<file path="src/rtl/ascon_permutation.sv">
// rtl/ascon_permutation.sv - Ascon p6/p12 permutation, one round per clock
// Define ASCON_PERM_UNROLL2_EN to apply two rounds per clock.
module ascon_permutation (
    input  logic         clock_i,
    input  logic         resetb_i,
    input  logic         start_i,
    input  logic [3:0]   nb_rounds_i,
    input  logic [319:0] state_i,
    output logic [319:0] state_o,
    output logic         busy_o,
    output logic         done_o
);

    typedef enum logic {
        IDLE = 1'b0,
        RUN  = 1'b1
    } fsm_t;

`ifdef ASCON_PERM_UNROLL2_EN
    localparam logic [3:0] RC_STEP = 4'd2;
`else
    localparam logic [3:0] RC_STEP = 4'd1;
`endif

    fsm_t         fsm_q;
    fsm_t         fsm_d;
    logic [3:0]   rc_q;
    logic [319:0] state_q;
    logic         done_q;
    logic         last_round;
    logic         accept;
    logic [319:0] round_out;

    // Constants run 0xf0, 0xe1, ... 0x4b: upper nibble counts down as rc counts up.
    function automatic logic [7:0] round_const(input logic [3:0] rc);
        return {4'hf - rc, rc};
    endfunction

    function automatic logic [63:0] rotr(input logic [63:0] x, input int unsigned n);
        return (x >> n) | (x << (64 - n));
    endfunction

    function automatic logic [319:0] ascon_round(input logic [319:0] s, input logic [3:0] rc);
        logic [63:0] x0, x1, x2, x3, x4;
        logic [63:0] t0, t1, t2, t3, t4;
        x0 = s[319:256];
        x1 = s[255:192];
        x2 = s[191:128] ^ {56'd0, round_const(rc)};
        x3 = s[127:64];
        x4 = s[63:0];
        // Bitsliced form of the 5-bit S-box, all 64 columns in parallel.
        x0 = x0 ^ x4;
        x4 = x4 ^ x3;
        x2 = x2 ^ x1;
        t0 = ~x0 & x1;
        t1 = ~x1 & x2;
        t2 = ~x2 & x3;
        t3 = ~x3 & x4;
        t4 = ~x4 & x0;
        x0 = x0 ^ t1;
        x1 = x1 ^ t2;
        x2 = x2 ^ t3;
        x3 = x3 ^ t4;
        x4 = x4 ^ t0;
        x1 = x1 ^ x0;
        x0 = x0 ^ x4;
        x3 = x3 ^ x2;
        x2 = ~x2;
        x0 = x0 ^ rotr(x0, 19) ^ rotr(x0, 28);
        x1 = x1 ^ rotr(x1, 61) ^ rotr(x1, 39);
        x2 = x2 ^ rotr(x2, 1)  ^ rotr(x2, 6);
        x3 = x3 ^ rotr(x3, 10) ^ rotr(x3, 17);
        x4 = x4 ^ rotr(x4, 7)  ^ rotr(x4, 41);
        return {x0, x1, x2, x3, x4};
    endfunction

`ifdef ASCON_PERM_UNROLL2_EN
    // rc always starts even (0 or 6), so the pair (rc, rc+1) never runs past 11.
    assign round_out  = ascon_round(ascon_round(state_q, rc_q), rc_q + 4'd1);
    assign last_round = (rc_q >= 4'd10);
`else
    assign round_out  = ascon_round(state_q, rc_q);
    assign last_round = (rc_q >= 4'd11);
`endif

    assign accept  = (fsm_q == IDLE) && start_i;
    assign state_o = state_q;

    always_ff @(posedge clock_i or negedge resetb_i) begin
        if (!resetb_i) begin
            fsm_q <= IDLE;
        end else begin
            fsm_q <= fsm_d;
        end
    end

    always_comb begin
        fsm_d = fsm_q;
        case (fsm_q)
            IDLE:    if (start_i) fsm_d = RUN;
            RUN:     if (last_round) fsm_d = IDLE;
            default: fsm_d = IDLE;
        endcase
    end

    always_comb begin
        busy_o = (fsm_q == RUN);
        done_o = done_q;
    end

    always_ff @(posedge clock_i or negedge resetb_i) begin
        if (!resetb_i) begin
            state_q <= '0;
            rc_q    <= '0;
            done_q  <= 1'b0;
        end else if (accept) begin
            state_q <= state_i;
            rc_q    <= (nb_rounds_i == 4'd6) ? 4'd6 : 4'd0;
            done_q  <= 1'b0;
        end else if (fsm_q == RUN) begin
            state_q <= round_out;
            rc_q    <= rc_q + RC_STEP;
            done_q  <= last_round;
        end else begin
            done_q  <= 1'b0;
        end
    end

endmodule
</file>
<file path="config.mk">
export PLATFORM = sky130hd
export DESIGN_NAME = ascon_permutation
export DESIGN_NICKNAME = d
export VERILOG_FILES = /design/src/rtl/ascon_permutation.sv
export SDC_FILE = /design/constraint.sdc
export NUM_CORES = 1
export LEC_CHECK = 0
export BUFFER_PORTS_ARGS = -buffer_cell sky130_fd_sc_hd__buf_2
export CAP_MARGIN = 20
export CORE_MARGIN = 2
export CORE_UTILIZATION = 30
export CTS_CLUSTER_SIZE = 16
export DETAILED_ROUTE_END_ITERATION = 16
export PLACE_DENSITY_LB_ADDON = 0.15
export SLEW_MARGIN = 5
export SYNTH_ARGS = -nofsm -noshare
export SYNTH_HDL_FRONTEND = slang
export SYNTH_SLANG_ARGS = --single-unit
</file>
<file path="constraint.sdc">
create_clock -name clock_i -period 3.5 [get_ports clock_i]
set_clock_uncertainty 0.1 [all_clocks]
set_input_delay 0.35 -clock clock_i [delete_from_list [all_inputs] [get_ports clock_i]]
set_output_delay 0.35 -clock clock_i [all_outputs]
set_load 0.05 [all_outputs]
</file>
---- Word-level counts from Yosys, hierarchy flattened ----
Index checks and enable logic that the tools add are counted.
operators by class
  add/sub/neg operators ................... 2
  magnitude comparators ................... 1
  equal/unequal tests ..................... 1
  multiplexer cells ....................... 10
  bitwise gates (word level) .............. 44
  reduce and logical (&&, ||, !) cells .... 2
operators with widths
  cell                                                              number
  64-bit XOR                                                        21
  320-bit 2-to-1 mux                                                2
  64-bit NOT                                                        6
  64-bit bitwise AND                                                5
  23-bit by 64-bit bitwise OR with 64-bit output                    1
  25-bit by 64-bit bitwise OR with 64-bit output                    1
  3-bit by 64-bit bitwise OR with 64-bit output                     1
  36-bit by 64-bit bitwise OR with 64-bit output                    1
  45-bit by 64-bit bitwise OR with 64-bit output                    1
  47-bit by 64-bit bitwise OR with 64-bit output                    1
  54-bit by 64-bit bitwise OR with 64-bit output                    1
  57-bit by 64-bit bitwise OR with 64-bit output                    1
  58-bit by 64-bit bitwise OR with 64-bit output                    1
  63-bit by 64-bit bitwise OR with 64-bit output                    1
  64-bit by 8-bit XOR with 64-bit output                            1
  4-bit 2-to-1 mux                                                  2
  4-bit by 1-bit adder with 4-bit output (second input constant)    1
  4-bit by 3-bit == test with 1-bit output (second input constant)  1
  4-bit >= comparator (second input constant)                       1
  1-bit 2-to-1 mux                                                  4
  4-bit subtractor (first input constant)                           1
  3-bit 2-to-1 mux                                                  1
  1-bit one-hot mux with 2 select lines                             1
  2-bit nonzero test                                                1
  2 further kinds                                                   2
storage, ports and cells
  register bits after elaboration ......... 326
  input port bits ......................... 327
  output and inout port bits .............. 322
  logic and storage cells ................. 64

---- Logic depth before layout (Yosys ltp) ----
  word-level depth ........................ 12
  depth in mapped cells ................... 8
  depth with buffers taken out ............ 7

---- Worst setup path before layout ----
No wires, ideal clock.
  path type ............................... reg2reg
  from .................................... register state_q[247], in the netlist state_o[247]
  to ...................................... register state_q[102], in the netlist state_o[102]
  library setup time ...................... 0.118 ns
  arrival ................................. 2.295 ns
  data required time ...................... 3.282 ns
  slack ................................... 0.987 ns
  cell stages (with the launch flop) ...... 7
  path buffers ............................ 0
  period minus slack after synthesis ...... 2.513 ns
  cells stage by stage .................... dfrtp_1 -> inv_1 -> ha_1 -> xnor2_1 -> xnor2_1 -> xnor3_1 -> a21o_1
on the way
  word-level cells in the longest chain between the ends .. 7
RTL lines
  item                                            RTL line  RTL
  start, declared                                 28        logic [319:0] state_q;
  start signal, assigned                          117       state_q <= state_i;
  start signal, assigned                          121       state_q <= round_out;
  64-bit XOR                                      54        x2 = x2 ^ x1;
  64-bit XOR                                      62        x2 = x2 ^ t3;
  64-bit XOR                                      67        x3 = x3 ^ x2;
  47-bit by 64-bit bitwise OR with 64-bit output  40        return (x >> n) | (x << (64 - n));
  64-bit XOR                                      72        x3 = x3 ^ rotr(x3, 10) ^ rotr(x3, 17);
  320-bit 2-to-1 mux                              120       end else if (fsm_q == RUN) begin
  320-bit 2-to-1 mux                              116       end else if (accept) begin
No other way between the ends. The select of a mux whose other input is x is not followed.
A chain may end at the register's enable or synchronous reset.

---- Final worst setup path ----
  from .................................... register rc_q[3]
  to ...................................... register state_q[125], in the netlist state_o[125]
on the way
  word-level cells in the longest chain between the ends .. 10
RTL lines
  item                                            RTL line  RTL
  start, declared                                 27        logic [3:0] rc_q;
  start signal, assigned                          118       rc_q <= (nb_rounds_i == 4'd6) ? 4'd6 : 4'd0;
  start signal, assigned                          122       rc_q <= rc_q + RC_STEP;
  4-bit subtractor                                36        return {4'hf - rc, rc};
  64-bit by 8-bit XOR with 64-bit output          48        x2 = s[191:128] ^ {56'd0, round_const(rc)};
  64-bit XOR                                      54
  64-bit XOR                                      62
  64-bit XOR                                      67
  54-bit by 64-bit bitwise OR with 64-bit output  40
  64-bit XOR (2 in series)                        72
  320-bit 2-to-1 mux                              120
  320-bit 2-to-1 mux                              116
No other way between the ends. The select of a mux whose other input is x is not followed.

==> flow_summary.toml <==
[synth]
syn_nets = 3396
synthesis.yosys.warnings = 0
syn-instance-count = 2940
synth_area_per_cell_sq_um = 10.24
synth_seq_cells = 326
netlist_area_sq_um = 30100
yosysSeqAreaShare_pct = 27.10
synth.distinct_cells = 29

[setup_path]
cp-end-kind = "flop"
reg2reg_slack_ns = 0.29
crit_fanout = 4
critPathKind = "reg2reg"
required_ns = 3.91
cp.arrival_ns = 3.62
start_kind = "flop"

[floorplanning]
boundaryPins = 649
start_util_pct = 30.19
die_w_um = 320.8
coreArea_sq_um = 99710
rows = 116
die-area_sq_um = 102900
die_h_um = 320.8

[grt]
grt_max_degree = 101
use_met2_pct = 51.94
grt_busiest_layer = "met2"
use_met1_pct = 41.58
grt_pass1_vias = 26593
grtUsageTotal_pct = 32.43
grt.overflow.total = 0
antenna_found_initial = 6
use_met3_pct = 6.990
grt_pass1_wl_um = 226700

[place]
place_congestion = 1.002
io_buffer_count = 648
place_hpwl_um = 141100

[route]
antenna_left = 0
vias = 27310
drt_pass1_iterations = 5
routed_wl_um = 170900
viasPerCell = 5.105
drc = 0
wl_per_cell_um = 31.94
drt_iter0_markers = 2624

[timing]
finalSetupViolCount = 0
worstMarginPinSlew_ns = 1.139
fmax_ghz = 0.3113
fin_crit_ns = 3.212
relSlewSlack_pct = 23.54
final.setup.tns_ns = 0
fin_crit_sh_pct = 91.77
finalMaxSlewViolations = 0
hold_violations = 0
rsz0062_at_grt = "false"

[final_layout]
fillers = 10072
syn_to_final_growth_pct = 35.60
drive_above_1_share_pct = 24.09
nNetsFinal = 4469

[clock_network]
insertion_delay_ns = 0.62
cts.sinks = 326
cts_tree = "done"
root_buffer = "clkbuf_16"
clk_pin_slew_worst_paths_ns = 0.06
numCtsBuffers = 46
h-tree-depth = 2
post_cts_buffers = 0
cts_buffer_depth = 3

[run_status]
outcome = "finished, final reports clean"

[worst_hold_path]
min_path_type = "in2reg"

[flow_run]
maxCapViolations = 0
[layer usage]
metal / vias up / part of all wire [%]
li1: 12184 / -
met1: 13629 / 41
met2: 1226 / 46
met3: 269 / 7.7
met4: 2 / 5.3
met5: - / 0.0076
[cells in the final DEF, fill, tap and decap left out, types with 2 or more instances in the layout]
| cell type | instances |
|---|---|
| dlygate4sd3_1 | 271 |
| clkinv_2 | 7 |
| nor2_1 | 289 |
| inv_1 | 192 |
| dfrtp_1 | 325 |
| clkbuf_1 | 11 |
| xnor2_2 | 15 |
| xor2_1 | 221 |
| buf_4 | 219 |
| buf_12 | 16 |
| nor2b_1 | 65 |
| xor3_1 | 10 |
| xor3_2 | 2 |
| buf_2 | 646 |
| o21ai_0 | 113 |
| clkbuf_16 | 47 |
| bufinv_16 | 8 |
| ha_1 | 129 |
| diode_2 | 5 |
| maj3_1 | 63 |
| buf_8 | 2 |
| clkbuf_8 | 7 |
| a21oi_1 | 216 |
| mux2i_1 | 146 |
| xnor2_1 | 405 |
| nand2_1 | 128 |
| a211oi_1 | 209 |
| xnor3_1 | 247 |
| a21o_1 | 26 |
[critical path, stage by stage (launching register included)]
cell and delay [ns]:
dfrtp_1 0.45, xnor2_1 0.25, ha_1 0.29, xnor2_1 0.47, xor2_1 0.75, xnor3_1 0.63
a21oi_1 0.18
[sequential cells by signal, indices dropped and copies added (netlist names)]
name     flops
state_o    320
busy_o       1
rc_q         4
done_o       1
[cell families after synthesis]
group | Yosys count | synth area share [%]
buf+inv | 322 | 4.061
simple gates | 486 | 6.647
xor+xnor | 901 | 38.44
mux | 147 | 4.893
fa+ha+maj | 192 | 7.458
flops | 326 | 27.10
compound gates | 566 | 11.39
[per-stage QoR]
step	hold WS [ns]	cells	worst slack, ns	utilization, %	area (sq um)
3_3_place_gp	0.2561	4989	0.06898	36.57	36460
2_1_floorplan	-0.04559	2940	0.9871	-	30100
6_report	0.02128	5350	0.2882	40.93	40810
5_1_grt	0.008245	5348	0.2714	40.93	40810
4_1_cts	0.0006766	5343	0.3843	40.90	40790
3_5_place_dp	0.2561	4990	0.4102	36.57	36470
[repair_timing]
item                                   in CTS  in global routing
hold buffers                              271                  0
gates resized for setup                     0                  0
endpoints found under the hold margin     318                  0
[cell type report]
cell class / count / area, sq um / share of cell area [%]
repair buffers: 1155 / 7948 / 19.47
flip-flops and latches: 326 / 8162 / 20.00
inverters: 192 / 720.7 / 1.766
clock inverters: 17 / 291.5 / 0.7143
multi-input cells: 2292 / 20740 / 50.82
clock buffers: 65 / 1314 / 3.219
diodes: 5 / 12.51 / 0.03066
well taps: 1298 / 1624 / 3.979
[worst paths after layout]
| path | start | cells after the start | endpoint |
|---|---|---|---|
| worst max-delay path | rc_q[3] | 6 | state_o[125] |
| worst min-delay path | state_i[194] | 3 | state_o[194] |
| worst max register to register | rc_q[3] | 6 | state_o[125] |
| worst min register to register | rc_q[3] | 1 | rc_q[3] |
| max in group asynchronous | resetb_i | 3 | state_o[170] |
| min in group asynchronous | resetb_i | 2 | state_o[89] |
[synthesized netlist by cell type]
cell,n,area share [%]
xor2_1,221,6.4
nand2_1,128,1.6
a21o_1,26,0.65
clkbuf_1,108,1.3
nor2_1,289,3.6
buf_1,11,0.14
dfrtp_1,326,27
inv_1,192,2.4
a311oi_1,1,0.029
o211a_1,1,0.033
o21ai_0,113,1.9
xor3_2,2,0.17
xnor3_1,247,18
xor3_1,10,0.79
nor2b_1,65,1.4
ha_1,129,5.4
xnor2_1,408,12
xor2_2,1,0.054
nand4_1,1,0.021
mux2_2,1,0.037
xnor2_2,12,0.65
nand3_1,1,0.017
nor3b_1,1,0.025
nor4bb_1,1,0.033
maj3_1,63,2.1
mux2i_1,146,4.9
buf_2,11,0.18
a21oi_1,216,3.6
a211oi_1,209,5.2
Power is not shown: default switching activity piles up to over one toggle a cycle in this logic, so the estimate is an artifact.
